`src/rtl/hazard_ctrl.sv`:
```
// Hazard and sequencing controller for the 5-stage RV32 pipeline.
// Produces stall/flush/forward controls, freezes the pipeline during data
// memory wait states (with timeout into a sticky fault), and keeps
// saturating stall/flush event counters for performance debug.
module hazard_ctrl #(
  parameter int unsigned TIMEOUT = 16,
  parameter int unsigned CNT_W   = 16
) (
  input  logic             clk,
  input  logic             rst_n,
  input  logic [4:0]       rs1D,
  input  logic [4:0]       rs2D,
  input  logic [4:0]       rs1E,
  input  logic [4:0]       rs2E,
  input  logic [4:0]       rdE,
  input  logic             regwriteE,
  input  logic [1:0]       wbselE,
  input  logic [4:0]       rdM,
  input  logic             regwriteM,
  input  logic [4:0]       rdW,
  input  logic             regwriteW,
  input  logic             pcselE,
  input  logic             memreqM,
  input  logic             mem_ready,
  output logic             stallF,
  output logic             stallD,
  output logic             stallE,
  output logic             stallM,
  output logic             flushD,
  output logic             flushE,
  output logic             flushW,
  output logic [1:0]       forwardAE,
  output logic [1:0]       forwardBE,
  output logic             forwardAD,
  output logic             forwardBD,
  output logic             mem_err,
  output logic [CNT_W-1:0] stall_cnt,
  output logic [CNT_W-1:0] flush_cnt
);

  localparam int unsigned WaitW = $clog2(TIMEOUT + 1);

  typedef enum logic [1:0] {StRun, StWait, StFault} state_e;

  state_e             state_q, state_d;
  logic [WaitW-1:0]   wait_cnt_q, wait_cnt_d;
  logic               mem_err_q, mem_err_d;
  logic [CNT_W-1:0]   stall_cnt_q, stall_cnt_d;
  logic [CNT_W-1:0]   flush_cnt_q, flush_cnt_d;

  logic freeze;
  logic lu;
  logic branch;
  logic lu_stall;

  // Hazard detection; freeze is disabled in fault so the pipeline can drain.
  always_comb begin
    freeze   = memreqM & ~mem_ready & (state_q != StFault);
    lu       = regwriteE & (wbselE == 2'b00) & (rdE != 5'd0) &
               ((rdE == rs1D) | (rdE == rs2D));
    branch   = pcselE & ~freeze;
    lu_stall = lu & ~pcselE & ~freeze;
  end

  // Stall/flush/forward outputs, all forced low while reset is asserted.
  always_comb begin
    stallF    = rst_n & (freeze | lu_stall);
    stallD    = rst_n & (freeze | lu_stall);
    stallE    = rst_n & freeze;
    stallM    = rst_n & freeze;
    flushW    = rst_n & freeze;
    flushD    = rst_n & branch;
    flushE    = rst_n & (branch | lu_stall);
    forwardAE = 2'b00;
    forwardBE = 2'b00;
    forwardAD = 1'b0;
    forwardBD = 1'b0;
    if (rst_n) begin
      // M stage holds the younger result, so it wins over W.
      if (regwriteM && rdM != 5'd0 && rdM == rs1E) begin
        forwardAE = 2'b10;
      end else if (regwriteW && rdW != 5'd0 && rdW == rs1E) begin
        forwardAE = 2'b01;
      end
      if (regwriteM && rdM != 5'd0 && rdM == rs2E) begin
        forwardBE = 2'b10;
      end else if (regwriteW && rdW != 5'd0 && rdW == rs2E) begin
        forwardBE = 2'b01;
      end
      forwardAD = regwriteW & (rdW != 5'd0) & (rdW == rs1D);
      forwardBD = regwriteW & (rdW != 5'd0) & (rdW == rs2D);
    end
  end

  // Memory-wait FSM next state and saturating counter updates.
  always_comb begin
    state_d     = state_q;
    wait_cnt_d  = wait_cnt_q;
    mem_err_d   = mem_err_q;
    stall_cnt_d = stall_cnt_q;
    flush_cnt_d = flush_cnt_q;

    unique case (state_q)
      StRun: begin
        if (freeze) begin
          state_d    = StWait;
          wait_cnt_d = WaitW'(1);
        end
      end
      StWait: begin
        if (mem_ready || !memreqM) begin
          state_d    = StRun;
          wait_cnt_d = '0;
        end else if (wait_cnt_q == WaitW'(TIMEOUT - 1)) begin
          state_d   = StFault;
          mem_err_d = 1'b1;
        end else begin
          wait_cnt_d = wait_cnt_q + WaitW'(1);
        end
      end
      StFault: begin
        state_d = StFault;
      end
      default: begin
        state_d = StRun;
      end
    endcase

    if (stallF && stall_cnt_q != {CNT_W{1'b1}}) begin
      stall_cnt_d = stall_cnt_q + CNT_W'(1);
    end
    if (branch && flush_cnt_q != {CNT_W{1'b1}}) begin
      flush_cnt_d = flush_cnt_q + CNT_W'(1);
    end
  end

  // State and counter registers.
  always_ff @(posedge clk or negedge rst_n) begin
    if (!rst_n) begin
      state_q     <= StRun;
      wait_cnt_q  <= '0;
      mem_err_q   <= 1'b0;
      stall_cnt_q <= '0;
      flush_cnt_q <= '0;
    end else begin
      state_q     <= state_d;
      wait_cnt_q  <= wait_cnt_d;
      mem_err_q   <= mem_err_d;
      stall_cnt_q <= stall_cnt_d;
      flush_cnt_q <= flush_cnt_d;
    end
  end

  assign mem_err   = mem_err_q;
  assign stall_cnt = stall_cnt_q;
  assign flush_cnt = flush_cnt_q;

endmodule

```
`config.mk`:
```
export PLATFORM = sky130hd
export DESIGN_NAME = hazard_ctrl
export DESIGN_NICKNAME = d
export VERILOG_FILES = /design/src/rtl/hazard_ctrl.sv
export SDC_FILE = /design/constraint.sdc
export NUM_CORES = 1
export LEC_CHECK = 0
export CAP_MARGIN = 20
export CORE_UTILIZATION = 40
export DETAILED_ROUTE_END_ITERATION = 8
export PLACE_DENSITY = 0.78
export SLEW_MARGIN = 0
export SYNTH_ARGS = -nofsm -noshare
export SYNTH_HDL_FRONTEND = slang
export SYNTH_SLANG_ARGS = --single-unit
```
`constraint.sdc`:
```
create_clock -name clk -period 3.39 [get_ports clk]
set_input_delay 0.678 -clock clk [delete_from_list [all_inputs] [get_ports clk]]
set_output_delay 0.678 -clock clk [all_outputs]
set_load 0.05 [all_outputs]
```
==> impl_table.tex <==
\begin{tabular}{lr}
\hline
Metric & Value \\
\hline
\multicolumn{2}{l}{\textbf{Worst setup path}} \\
Capture point of the worst path & forwardAE[0] \\
Largest driver fanout on the critical path & 4 \\
Crit Reg-Reg Startpoint & stall\_cnt[4] \\
Startpoint Class & input pin \\
Terminus of the critical flop-to-flop path & stall\_cnt[1] \\
Logic depth of the worst register-to-register path & 5 \\
Reg-to-reg setup timing slack & 1270 ps \\
Crit end category & output pin \\
Worst setup path startpoint & rdW[1] \\
Startpoint-to-endpoint class of the critical path & in -> out \\
CP required & 2710 ps \\
Data arrival, critical path & 2580 ps \\
\multicolumn{2}{l}{\textbf{Layout}} \\
Number of standard cells in the layout, taps in and fillers out & 438 \\
Most common cell after layout, fill and taps aside & sky130\_fd\_sc\_hd\_\_clkdlybuf4s50\_1 \\
Number of nets at the end of the flow & 411 \\
Highest-count cells in the layout ignoring fill and taps & 76 x sky130\_fd\_sc\_hd\_\_clkdlybuf4s50\_1, 40 x sky130\_fd\_sc\_hd\_\_dfrtp\_1, 35 x sky130\_fd\_sc\_hd\_\_xor2\_1, 32 x sky130\_fd\_sc\_hd\_\_xnor2\_1, 24 x sky130\_fd\_sc\_hd\_\_nand2\_1 \\
Number of diodes added for antenna fixing & 0 \\
Area growth from synthesis to layout & 47.39\% \\
Share of layout cells above drive strength 1 & 11.85\% \\
Fraction of the core area covered by cells at the end of the flow & 62.19\% \\
\# fillers & 500 \\
\multicolumn{2}{l}{\textbf{Synthesis}} \\
Post-synth top area share & 39.37\% \\
Post-synthesis area per instance & 9.487 µm² \\
Synth Flop Type & sky130\_fd\_sc\_hd\_\_dfrtp\_1 \\
Sequential fraction of the synthesis area & 39.37\% \\
Cells after Synth & 268 \\
Synth Net Count & 317 \\
Register bit total from synthesis & 40 \\
Count of warnings emitted by yosys & 0 \\
Mapped cell area & 2542 µm² \\
Distinct cells, synth & 45 \\
Proportion of register bits with asynchronous set or reset after synthesis & 100.0\% \\
Cell type contributing the most total cell area after synthesis & sky130\_fd\_sc\_hd\_\_dfrtp\_1 \\
Top area cells in the synthesized netlist & sky130\_fd\_sc\_hd\_\_dfrtp\_1 39\%, sky130\_fd\_sc\_hd\_\_xor2\_1 12\%, sky130\_fd\_sc\_hd\_\_xnor2\_1 11\% \\
Number of synthesized flops with an enable pin & 0 \\
\multicolumn{2}{l}{\textbf{Placed design}} \\
Dpl cells & 430 \\
IO buf count & 90 \\
Total half-perimeter wirelength after legalization and detailed placement & 4900 µm \\
Routability congestion estimate from global placement & 0.8831 \\
Worst Setup Slack post-DPL & 90.98 ps \\
\multicolumn{2}{l}{\textbf{Timing}} \\
Clock Skew & 7.476 ps \\
RSZ-0062 raised after global routing & no \\
Final max-slew violation count & 0 \\
Total setup violations reported at the end of the flow & 0 \\
Upper clock frequency limit & 306.7 MHz \\
Final setup slack of the worst path & 129.9 ps \\
Final number of hold-violating endpoints & 0 \\
Slew at the pin with the worst max-slew slack & 706.7 ps \\
Post-route fraction of the period consumed by the critical path & 96.17\% \\
Post-Route Setup TNS & 0 ps \\
Time the worst path needs with I/O delays and setup & 3260 ps \\
Slew headroom & 52.63\% \\
\multicolumn{2}{l}{\textbf{Power}} \\
Overall Power & 1.463 mW \\
Peak VDD IR & 0.0006459 V \\
Power density over cell area & 390.3 nW/µm² \\
Leak Pwr & 1.596 nW \\
\multicolumn{2}{l}{\textbf{GRT}} \\
Pin count of the biggest net entering global routing & 38 \\
Aggregate global routing overflow & 0 \\
Overall fraction of global-route tracks in use & 20.51\% \\
Vias in the first global route & 2259 \\
Number of antenna violations at the first check in global routing & 0 \\
Wire length of the first global-routing pass & 10380 µm \\
\multicolumn{2}{l}{\textbf{Floorplan}} \\
Die area & 6679 µm² \\
Top-level port count & 91 \\
Number of placement rows & 28 \\
Die Width & 81.73 µm \\
Floorplan core area & 6026 µm² \\
Die Y & 81.73 µm \\
Starting density of the core & 42.19\% \\
\multicolumn{2}{l}{\textbf{Drt}} \\
DRT Pass-1 Iters & 4 \\
Average via count per standard cell & 5.276 \\
Average wire per standard cell & 14.24 µm \\
Final wirelength & 6238 µm \\
Antenna-violating nets left & 0 \\
First DRT Iteration DRCs & 180 \\
Post-detailed-route DRC marker count & 0 \\
Via Count & 2311 \\
\multicolumn{2}{l}{\textbf{Clock tree}} \\
Number of levels in the clock H-tree & 2 \\
Total CTS buffers & 5 \\
Master cell of the clock root buffer & sky130\_fd\_sc\_hd\_\_clkbuf\_8 \\
Clock tree from TritonCTS & done \\
Clk sink count & 40 \\
Clock latency at the later pin of the worst-skew pair & 290 ps \\
Max Root-Sink Buffers & 2 \\
Worst-path clk slew & 70 ps \\
\multicolumn{2}{l}{\textbf{Job}} \\
Max\_cap viols & 0 \\
\multicolumn{2}{l}{\textbf{Worst hold path}} \\
Hold Crit Class & in -> async \\
\multicolumn{2}{l}{\textbf{Outcome}} \\
Run status & complete, no violations \\
\hline
\end{tabular}
-- logic make-up after synthesis --
group | Yosys count | share of synthesized area (%)
and+or+nand+nor | 110 | 23.87
xor gates and xnor gates | 67 | 23.08
AOI/OAI and AO/OA | 25 | 6.397
adders and majority gates | 4 | 1.969
muxes | 4 | 1.870
DFF | 40 | 39.37
buffers and inverters | 18 | 3.445
-- stage by stage --
stage          area, µm²  hold slack [ps]
6_report            3747            248.3
5_1_grt             3747            235.9
4_1_cts             3747            240.7
3_5_place_dp        3636            476.3
3_3_place_gp        3636            471.7
2_1_floorplan       2555            382.4
-- power by group --
part	internal (mW)	leakage, nW	switching [mW]	total, mW
Clock	0.218	0.0541	0.172	0.390
Sequential	0.522	0.526	0.0612	0.583
Combinational	0.211	1.02	0.279	0.490
Total	0.951	1.60	0.512	1.46
-- area by class of cell --
cell class / count / area, µm² / area share, %
inverter: 7 / 26.28 / 0.7012
clock inverter: 3 / 42.54 / 1.135
multi-input combinational: 210 / 1466 / 39.13
timing repair buffer: 98 / 1049 / 27.98
tap: 75 / 93.84 / 2.504
clock buffer: 5 / 68.82 / 1.836
sequential: 40 / 1001 / 26.71
-- synth_stat cells, types with 2 or more instances --
library cell               instances
sky130_fd_sc_hd__clkbuf_1          6
sky130_fd_sc_hd__nor2_1           14
sky130_fd_sc_hd__nand2_1          24
sky130_fd_sc_hd__a21oi_1           4
sky130_fd_sc_hd__and2_1            4
sky130_fd_sc_hd__nand3_1          19
sky130_fd_sc_hd__mux2_2            2
sky130_fd_sc_hd__or3_1             2
sky130_fd_sc_hd__o21a_1            2
sky130_fd_sc_hd__o21ai_0           6
sky130_fd_sc_hd__nand4_1           4
sky130_fd_sc_hd__dfrtp_1          40
sky130_fd_sc_hd__xnor2_1          32
sky130_fd_sc_hd__and3_1            5
sky130_fd_sc_hd__nor3_1           13
sky130_fd_sc_hd__nor2b_1           3
sky130_fd_sc_hd__o211ai_1          2
sky130_fd_sc_hd__or4_1             4
sky130_fd_sc_hd__a31oi_1           3
sky130_fd_sc_hd__nor4_1            7
sky130_fd_sc_hd__o21bai_1          2
sky130_fd_sc_hd__xor2_1           35
sky130_fd_sc_hd__inv_1             7
sky130_fd_sc_hd__ha_1              4
sky130_fd_sc_hd__buf_4             3
sky130_fd_sc_hd__o22ai_1           2
-- per-layer routing --
| layer | global-route usage [%] | vias up | wire, µm |
|---|---|---|---|
| li1 | - | 1114 | - |
| met1 | 24.86 | 1116 | 2636 |
| met2 | 34.71 | 64 | 3157 |
| met3 | 4.556 | 17 | 245 |
| met4 | 8.947 | 0 | 198 |
| met5 | 0 | - | 0 |
-- timing repair --
| item | 4_1_cts | 5_1_grt |
|---|---|---|
| setup endpoints to repair | 0 | 2 |
| resized for setup | 0 | 1 |
| buffers inserted | 0 | 0 |
| hold buffers | 0 | 0 |
-- critical path, cell delays in order --
cell and delay (ps):
sky130_fd_sc_hd__clkdlybuf4s50_1 470, sky130_fd_sc_hd__or4_1 110, sky130_fd_sc_hd__o211ai_1 130, sky130_fd_sc_hd__or4_1 590
sky130_fd_sc_hd__nor4_2 410, sky130_fd_sc_hd__buf_12 190
-- worst min-delay path by stage --
stage                          endpoint  cells after the start  slack, ps  startpoint
after detailed placement        mem_err                      1        480     mem_err
after floorplan            flush_cnt[0]                      0        380       rst_n
final                     flush_cnt[11]                      1        250       rst_n
after CTS                 flush_cnt[11]                      1        240       rst_n
after global placement          mem_err                      1        470     mem_err
after global routing      flush_cnt[11]                      1        240       rst_n
-- state kept, by name, summed over array words and instances (netlist names) --
signal and flops:
state_q 2, wait_cnt_q 5, flush_cnt 16, stall_cnt 16, mem_err 1
(Power assumes the default switching activity.)
